[config.mk]
export PLATFORM = sky130hd
export DESIGN_NAME = mem_port_arbiter
export DESIGN_NICKNAME = d
export VERILOG_FILES = /design/src/rtl/mem_port_arbiter.sv
export SDC_FILE = /design/constraint.sdc
export NUM_CORES = 1
export LEC_CHECK = 0
export CORE_MARGIN = 10
export CORE_UTILIZATION = 30
export DETAILED_ROUTE_END_ITERATION = 10
export PLACE_DENSITY_LB_ADDON = 0.25
export SLEW_MARGIN = 20
export SYNTH_ARGS = -nofsm -noshare
export SYNTH_HDL_FRONTEND = slang
export SYNTH_SLANG_ARGS = --single-unit
[constraint.sdc]
create_clock -name clock -period 2.7 [get_ports clock]
set_input_delay 0.54 -clock clock [delete_from_list [all_inputs] [get_ports clock]]
set_output_delay 0.54 -clock clock [all_outputs]
set_load 0.03 [all_outputs]
[src/rtl/mem_port_arbiter.sv]
// mem_port_arbiter
// Shares one single-port, fixed-latency memory between the instruction-fetch
// port (IF) and the data port (D). Only one access is in flight at a time, and
// a latency counter tracks it. When the access completes, the owning port gets
// a one-cycle Valid pulse and its read data. The block also drives the stall
// signals that hold the pipeline while a port waits.
//
// Build option: define ARB_FAIR_EN to alternate grants under contention.
// When it is undefined, data requests always beat fetch requests.

module mem_port_arbiter #(
  parameter int ADDR_W  = 32,
  parameter int DATA_W  = 32,
  parameter int MEM_LAT = 1      // legal range 1..4
) (
  input  logic              clock,
  input  logic              reset,
  // instruction-fetch port
  input  logic              ifReq,
  input  logic [ADDR_W-1:0] ifAddr,
  output logic              ifValid,
  output logic [DATA_W-1:0] ifRdata,
  // data port
  input  logic              dReq,
  input  logic              dWe,
  input  logic [ADDR_W-1:0] dAddr,
  input  logic [DATA_W-1:0] dWdata,
  output logic              dValid,
  output logic [DATA_W-1:0] dRdata,
  // memory side
  output logic              memEn,
  output logic              memWe,
  output logic [ADDR_W-1:0] memAddr,
  output logic [DATA_W-1:0] memWdata,
  input  logic [DATA_W-1:0] memRdata,
  // pipeline stalls
  output logic              stallIF,
  output logic              stallMEM
);

  localparam int CNT_W = $clog2(MEM_LAT + 1);

  typedef enum logic [1:0] {
    IDLE    = 2'd0,
    BUSY_IF = 2'd1,
    BUSY_D  = 2'd2
  } state_t;

  state_t             r_state;
  logic [CNT_W-1:0]   r_cnt;
  logic               r_d_we;       // the in-flight D access is a store
  logic [DATA_W-1:0]  r_if_rdata;
  logic [DATA_W-1:0]  r_d_rdata;

  logic w_if_done;
  logic w_d_done;
  logic w_if_req;
  logic w_d_req;
  logic w_eligible;
  logic w_issue;
  logic w_grant_d;

  // The completion cycle is the BUSY cycle in which the counter has run out.
  assign w_if_done = (r_state == BUSY_IF) && (r_cnt == '0);
  assign w_d_done  = (r_state == BUSY_D)  && (r_cnt == '0);

  // A port that completes in this cycle must not be granted again right away.
  assign w_if_req = ifReq & ~w_if_done;
  assign w_d_req  = dReq  & ~w_d_done;

  // Gating with reset keeps memEn low while reset is held. Otherwise a request
  // that is already high would show up combinationally during reset.
  assign w_eligible = ~reset & ((r_state == IDLE) | w_if_done | w_d_done);
  assign w_issue    = w_eligible & (w_if_req | w_d_req);

`ifdef ARB_FAIR_EN
  logic r_last_d;

  // IF wins a tie only when the previous grant went to D.
  assign w_grant_d = w_d_req & ~(w_if_req & r_last_d);

  // Record which port was granted last, so that ties alternate.
  always_ff @(posedge clock or posedge reset) begin
    if (reset)        r_last_d <= 1'b0;
    else if (w_issue) r_last_d <= w_grant_d;
  end
`else
  assign w_grant_d = w_d_req;
`endif

  // Memory issue strobe. When nothing is issued, address and data are forced to 0.
  assign memEn    = w_issue;
  assign memWe    = w_issue & w_grant_d & dWe;
  assign memAddr  = w_issue ? (w_grant_d ? dAddr : ifAddr) : '0;
  assign memWdata = (w_issue & w_grant_d) ? dWdata : '0;

  // Completion: forward memRdata in the Valid cycle. Otherwise show the held copy.
  assign ifValid = w_if_done;
  assign dValid  = w_d_done;
  assign ifRdata = w_if_done ? memRdata : r_if_rdata;
  assign dRdata  = (w_d_done && !r_d_we) ? memRdata : r_d_rdata;

  assign stallIF  = ifReq & ~ifValid;
  assign stallMEM = dReq  & ~dValid;

  // Ownership FSM and latency counter. The owner is encoded in the state.
  // NOTE: sequential state is updated only with non-blocking assignments in a
  // clocked block. This way every flop samples the values from before the
  // edge, no matter how the blocks are ordered.
  always_ff @(posedge clock or posedge reset) begin
    if (reset) begin
      r_state <= IDLE;
      r_cnt   <= '0;
      r_d_we  <= 1'b0;
    end else if (w_issue) begin
      r_state <= w_grant_d ? BUSY_D : BUSY_IF;
      r_cnt   <= CNT_W'(MEM_LAT - 1);
      r_d_we  <= w_grant_d & dWe;
    end else if (w_if_done || w_d_done) begin
      r_state <= IDLE;
    end else if (r_state != IDLE) begin
      r_cnt   <= r_cnt - CNT_W'(1);
    end
  end

  // Hold the last read data for each port until that port's next load completes.
  always_ff @(posedge clock or posedge reset) begin
    if (reset) begin
      r_if_rdata <= '0;
      r_d_rdata  <= '0;
    end else begin
      if (w_if_done)            r_if_rdata <= memRdata;
      if (w_d_done && !r_d_we)  r_d_rdata  <= memRdata;
    end
  end

endmodule

* Yosys cells after proc, flatten, opt, wreduce, memory -nomap -nowiden *
Cells that the tools add are included.
W data, S select, Z words.

storage, ports and cells
  flip-flop bits (word level) = 68
  word-level logic and storage cells = 44
  output and inout bits = 134
  input bits = 133

cells by class
  multiplexer cells = 11
  add/subtract/negate cells = 1
  reduce and logical (&&, ||, !) cells = 10
  bitwise logic cells = 14
  equality and inequality tests = 3

operators by type and width
  cell                   count
  $mux W32               5
  $and A1 B1 Y1          7
  $mux W2                3
  $reduce_bool A2 Y1     3
  $not A1 Y1             4
  $logic_and A1 B1 Y1    3
  $mux W1                3
  $or A1 B1 Y1           3
  $eq A2 B1 Y1 const B   1
  $eq A2 B2 Y1 const B   1
  $logic_not A2 Y1       1
  $ne A2 B2 Y1 const B   1
  $reduce_and A2 Y1      1
  $logic_not A1 Y1       1
  $logic_or A1 B1 Y1     1
  $sub A1 B1 Y1 const B  1

* Depth between registers and ports, before layout *
Gate-level depths: netlist of the first run.

  depth after elaboration = 8
  depth in mapped cells = 7
  gate-level depth less buffers = 4

* Least setup slack after synthesis of the first run *
Ideal clock, no wire load.

  path kind = input to output
  from = input reset
  to = output memEn
  arrival = 2.619 ns
  path buffers = 0
  data required time = 2.160 ns
  path slack = -0.459 ns
  stages on the path = 3
  cells stage by stage = inv_1 > o21ai_0 > inv_1

between the ends
  word-level cells in the longest chain between the ends = 3

ends and longest elaborated chain
  item           line  text
  from (decl)    17    input logic reset,
  $not A1 Y1     73    assign w_eligible = ~reset & ((r_state == IDLE) | w_if_done | w_d_done);
  $and A1 B1 Y1  73
  $and A1 B1 Y1  74    assign w_issue = w_eligible & (w_if_req | w_d_req);
  to (decl)      31    output logic memEn,

Every way passes these cells.

* Final worst setup path of the first run *
  from = input dReq
  to = output memAddr[4]

between the ends
  word-level cells in the longest chain between the ends = 4
  elaborated cells on any way between the ends = 5
  those cells by class = 2 x mux; 3 x bitwise

ends and longest elaborated chain
  item             line  text
  from (decl)      24    input logic dReq,
  $and A1 B1 Y1 *  69    assign w_d_req = dReq & ~w_d_done;
  $or A1 B1 Y1     74
  $and A1 B1 Y1    74
  $mux W32 *       94    assign memAddr = w_issue ? (w_grant_d ? dAddr : ifAddr) : '0;
  to (decl)        33    output logic [ADDR_W-1:0] memAddr,

Every way passes the cells marked *; elsewhere a longest branch is shown, timed or not.

==> metrics.txt, run 1 <==
power share of the clock group 47.5%; CP max FO 13; post-synth top area cell dfrtp_1; met2 usage ~30%; I/O pins 267; Detail Route Antenna Nets 0; PortBufs 266; post-route setup TNS 0 ns; NetSw 445 uW; grt ovf 0; status completed; Rel. slew slack between 40% and 50%; fraction of final layout cells with drive strength greater than 1 37.2%; mapped cell area approximately 3400 sq um; Hold Path Depth 1; sequential share of the synthesized area 50.1%; H-tree depth 3; Leak about 0.0032 uW; Hold Crit Class flip-flop to flip-flop; initial antenna violation count 0; first-pass GRT wire length a little over 20,000 microns; CTS tree yes; Area contributors post-synth dfrtp_1 (50%), mux2_4 (13%), mux2_2 (11%); Residual DRC 0; met3 Use GR 7.50%; Die Y 126 microns; Max-Cap Viols 0; clock buffer depth 2; Detailed Routing Iterations Pass 1 3; CP cell instances clkdlybuf4s50_1 > nor2b_2 > nand2_1 > nor2_4 > buf_4 > a22o_1 > buf_12; Final Hold Fails 0; Post-Route WL 13,900 microns; gr busiest metal met2; Synth-to-Final Area Change 91.5%; pin count of the biggest net entering global routing 69; Reg2Reg Depth 5; power per cell area 368 nW/um^2; die area about 16,000 sq um; Setup crit start kind input pin; drt wl/cell 21.0 microns; Seq pwr share between 40% and 50%; CP peak stage delay 0.47 ns; 1st-iter DRT viols 122; Mapped Cells around 240; Sw Ratio 18.6%; P_int 1950 uW; n_diodes 0; Pins Over Slew Limit 0; root buf cell clkbuf_16; Layout Skew 0.00391 ns; Worst EP arrival 2.07 ns; Mean Syn Cell Area between 10 and 15 sq um; Placed Cells 645; Post-synth EDFFs 0; FP Rows 38; required time of the critical path roughly 2.2 ns; post-layout net count 651; vias 3,004; drt via density 4.54; clock-pin transition on the worst setup and hold timing paths ~0.05 ns; slowest CP cell clkdlybuf4s50_1; cts hold-fix bufs 0; syn_nets approximately 380; Core Footprint 11,000 sq um; Yosys cell types 25; RSZ-0062 raised after global routing no; Combinational Power Share under 10%; Syn. warnings 0; #FFs+latches synth 68; Num CTS Buffers 9; Final min period 2.61 ns; met1 Use GR 15.4%; final cell count without fillers 661; hpwl dp ~12,000 microns; Crit Path Category input pin to output port; vias in the first global route 3,442; f_max around 380 MHz; die span in x around 130 microns; Setup WS pre-CTS 0.0718 ns; Most used DFF post-synth dfrtp_1; total track usage 16.2%; GP Congestion 0.842; setup violators final 0; most frequent cells in the layout clkdlybuf4s50_1 (135), dfrtp_1 (67), buf_4 (65); min setup slack post-route 0.0941 ns; area share of the largest cell type after synthesis 50.1%; CTS sink count 68; ys async rst share 100%; period utilisation layout 96.5%; Max VDD drop 0.000352 V; critical path capture point type output port; worst skew pair latency 0.32 ns; Initial Util 30.9%; commonest non-fill, non-tap cell in the layout clkdlybuf4s50_1; Slew @ Worst Pin 0.833 ns
-- power groups by stage --
| stage | registers (uW) | logic (uW) | clock network (uW) |
|---|---|---|---|
| after floorplan | 1040 | 23.0 | 0 |
| after global placement | 1040 | 234 | 0 |
| after detailed placement | 1040 | 238 | 0 |
| after CTS | 1020 | 238 | 1170 |
| after global routing | 1020 | 251 | 1230 |
| final | 1020 | 235 | 1140 |
-- cells by family after synthesis --
family	after synthesis	synth area share, %
compound gates	40	10.3
buf+inv	22	5.45
flops	68	50.1
mux	64	24.5
simple gates	50	9.68
-- worst paths after layout --
kind | endpoint | from | slack [ns]
max | memAddr[4] | dReq | 0.09
min | r_d_rdata[24] | r_d_rdata[24] | 0.49
max reg2reg | r_d_rdata[0] | r_cnt | 1.03
min reg2reg | r_d_rdata[24] | r_d_rdata[24] | 0.49
max in group asynchronous | r_cnt | reset | 1.06
min in group asynchronous | r_state[1] | reset | 1.07
-- registers in the layout, indices dropped and copies added (netlist names) --
register,cells
r_cnt,1
r_d_rdata,32
r_d_we,1
r_if_rdata,32
r_state,2
-- per-layer routing --
| layer | wire length, microns | vias to the layer above | part of all wire [%] |
|---|---|---|---|
| li1 | - | 1410 | - |
| met1 | 4760 | 1432 | 34 |
| met2 | 7510 | 149 | 54 |
| met3 | 1370 | 13 | 9.9 |
| met4 | 223 | 0 | 1.6 |
| met5 | 0 | - | 0 |
-- critical path, delay by kind of cell --
kind                   cells  cell delay (ns)
AOI/OAI and AO/OA          1             0.22
buffers and inverters      3             0.81
and+or+nand+nor            3             0.49
-- timing repair --
| action | CTS | global route |
|---|---|---|
| pin swaps | 0 | 0 |
| buffers inserted | 0 | 1 |
| gates resized for setup | 59 | 37 |
| endpoints found under the setup margin | 56 | 32 |
| gates cloned | 0 | 1 |
| endpoints found under the hold margin | 0 | 0 |
-- cells in the mapped netlist (all sizes together), types with 2 or more instances --
cell	instances
nand2	3
o21ai	4
inv	2
mux2	64
nor3b	2
nor2b	3
a22o	33
buf	17
dfrtp	68
clkbuf	3
nor2	3
nand2b	3
and2	33
-- per-stage QoR --
| step | cell area [sq um] | hold WS [ns] | utilization [%] | power [uW] |
|---|---|---|---|---|
| after floorplan | 3400 | 0.494 | - | 1060 |
| after global placement | 6310 | 0.467 | 57.5 | 1270 |
| final | 6510 | 0.487 | 59.2 | 2390 |
| after global routing | 6510 | 0.500 | 59.2 | 2500 |
| after CTS | 6540 | 0.489 | 59.5 | 2430 |
| after detailed placement | 6310 | 0.477 | 57.5 | 1280 |
-- cell type report --
type                            instances  area, sq um
Tap cell                              140          175
Clock buffer                           12          256
Fill cell                             930         4480
Sequential cell                        68         1700
Timing Repair Buffer                  283         2800
Inverter                                2         11.3
Multi-Input combinational cell        154         1520
Clock inverter                          2         35.0
Power figures use the tool's default switching activity.
==> run 2: changes to the inputs <==
SKIP_CTS_REPAIR_TIMING = 1   (was not set)
==> metrics.txt, run 2 (synthesis results as in run 1) <==
CP max FO 13 (unchanged); Largest regs r_d_rdata x32, r_if_rdata x32, r_state x2; CP delay by family, top buffers and inverters; Placed Cells 645 (unchanged); Post-Route WL 13,900 microns (about the same); GP Congestion 0.842 (unchanged); Reg2Reg Depth 5 (unchanged); I/O pins 267 (unchanged); fraction of final layout cells with drive strength greater than 1 33.1% (-4.1 points); status completed; f_max 383 MHz (-0.25%); Residual DRC 0 (unchanged); first-pass GRT wire length 20,300 microns (+0.14%); Die Y 126 microns (unchanged); FP Rows 38 (unchanged); PortBufs 266 (unchanged); Pins Over Slew Limit 0 (unchanged); Rel. slew slack 44.3% (-0.17 points); CTS tree yes; Worst EP arrival 2.07 ns (about the same); Final Hold Fails 0 (unchanged); most frequent cells in the layout clkdlybuf4s50_1 (135), dfrtp_1 (68), buf_4 (64); Hold EP r_d_rdata[23]; Layout Skew 0.00345 ns (-0.000459 ns); grt ovf 0 (unchanged); register area 1700 sq um (about the same); area occupied by multi-input gates 1520 sq um (unchanged); drt wl/cell 21.0 microns (+0.24%); die area 16,000 sq um (unchanged); Synth-to-Final Area Change 98.6%; reg2reg start r_cnt; CP cell instances clkdlybuf4s50_1 > nor2b_2 > nand2_1 > nor2_4 > buf_4 > a22o_1 > buf_12; slowest CP cell clkdlybuf4s50_1; critical path capture point type output port; Initial Util 30.9% (unchanged); Setup crit start kind input pin; Detail Route Antenna Nets 0 (unchanged); post-layout net count 649 (-0.31%); final cell count without fillers 659 (-0.30%); 1st-iter DRT viols 117 (-4.1%); Max-Cap Viols 0 (unchanged); vias in the first global route 3,455 (+0.38%); fin area 6750 sq um (+3.7%); total track usage 16.2% (unchanged); Slew @ Worst Pin 0.835 ns (+0.00253 ns); worst hold start r_d_rdata[23]; # fillers 891 (-4.2%); post-route setup TNS 0 ns (unchanged); FF-to-FF End r_d_rdata[13]; CTS sink count 68 (unchanged); setup violators final 0 (unchanged); required time of the critical path 2.16 ns (about the same); drt via density 4.57 (+0.57%); commonest non-fill, non-tap cell in the layout clkdlybuf4s50_1; hpwl dp 11,600 microns (unchanged); Detailed Routing Iterations Pass 1 4 (+1); WP buf/inv 3 (unchanged); Num CTS Buffers 9 (unchanged); period utilisation layout 96.8% (+0.25 points); minimum hold slack 0.487 ns (-0.0000170 ns); Hold Path Depth 1 (unchanged); die span in x 126 microns (unchanged); initial antenna violation count 0 (unchanged); Hold Crit Class flip-flop to flip-flop; clock buffer depth 2 (unchanged); Worst R2R Setup Slack 1.04 ns (about the same); vias 3,012 (+0.27%); clock-pin transition on the worst setup and hold timing paths 0.05 ns (about the same); power per cell area 355 nW/um^2 (-3.4%); Core Footprint 11,000 sq um (unchanged); Setup WS pre-CTS 0.0718 ns (unchanged); H-tree depth 3 (unchanged); Crit Path Category input pin to output port; min setup slack post-route 0.0875 ns (-0.00666 ns); Cell Area, Placed 6310 sq um (unchanged); CP peak stage delay 0.47 ns (about the same); pin count of the biggest net entering global routing 69 (unchanged); RSZ-0062 raised after global routing no; Final min period 2.61 ns (+0.00666 ns); Leak 0.00405 uW (+26%); n_diodes 0 (unchanged); root buf cell clkbuf_16; Max VDD drop 0.000352 V (-0.10%); worst skew pair latency 0.32 ns (about the same)
[run 2: how the worst max path moves through the flow]
stage,startpoint,to,cells after the start
2_1_floorplan,reset,memEn,3
3_3_place_gp,r_cnt,dRdata[0],5
3_5_place_dp,dReq,memAddr[4],7
4_1_cts,r_cnt,dRdata[31],5
5_1_grt,dReq,memAddr[4],7
6_report,dReq,memAddr[4],7
[run 2: layout make-up]
cell class	instances	area share [%]
well taps	140	2.60
multi-input cells	154	22.6
flip-flops and latches	68	25.2
repair buffers	281	45.1
inverters	2	0.167
clock inverters	2	0.519
clock buffers	12	3.80
[run 2: metrics by stage]
step	total power, uW	util (%)
3_5_place_dp	1280	57.5
6_report	2400	61.4
4_1_cts	2430	60.1
2_1_floorplan	1060	-
5_1_grt	2510	61.4
3_3_place_gp	1270	57.5
[run 2: per-layer routing]
layer  track usage (%)  wire length (microns)  share of wire (%)  up-vias
met5                 0                      0                  0        -
met4              5.29                    222                1.6        0
met3              7.41                   1330                9.6       15
met2              30.2                   7480                 54      161
met1              15.5                   4820                 35     1431
li1                  -                      -                  -     1405
[run 2: power by group]
part,switching (uW),internal [uW]
registers,0,1020
clock network,390,753
logic,60.2,175
total,450,1950
[run 2: worst reg2reg max path: stages (launching register included)]
cell     delay [ns]
dfrtp_1        0.44
nor3b_4        0.22
nor2b_4        0.22
buf_6          0.19
buf_4          0.16
mux2_4         0.30
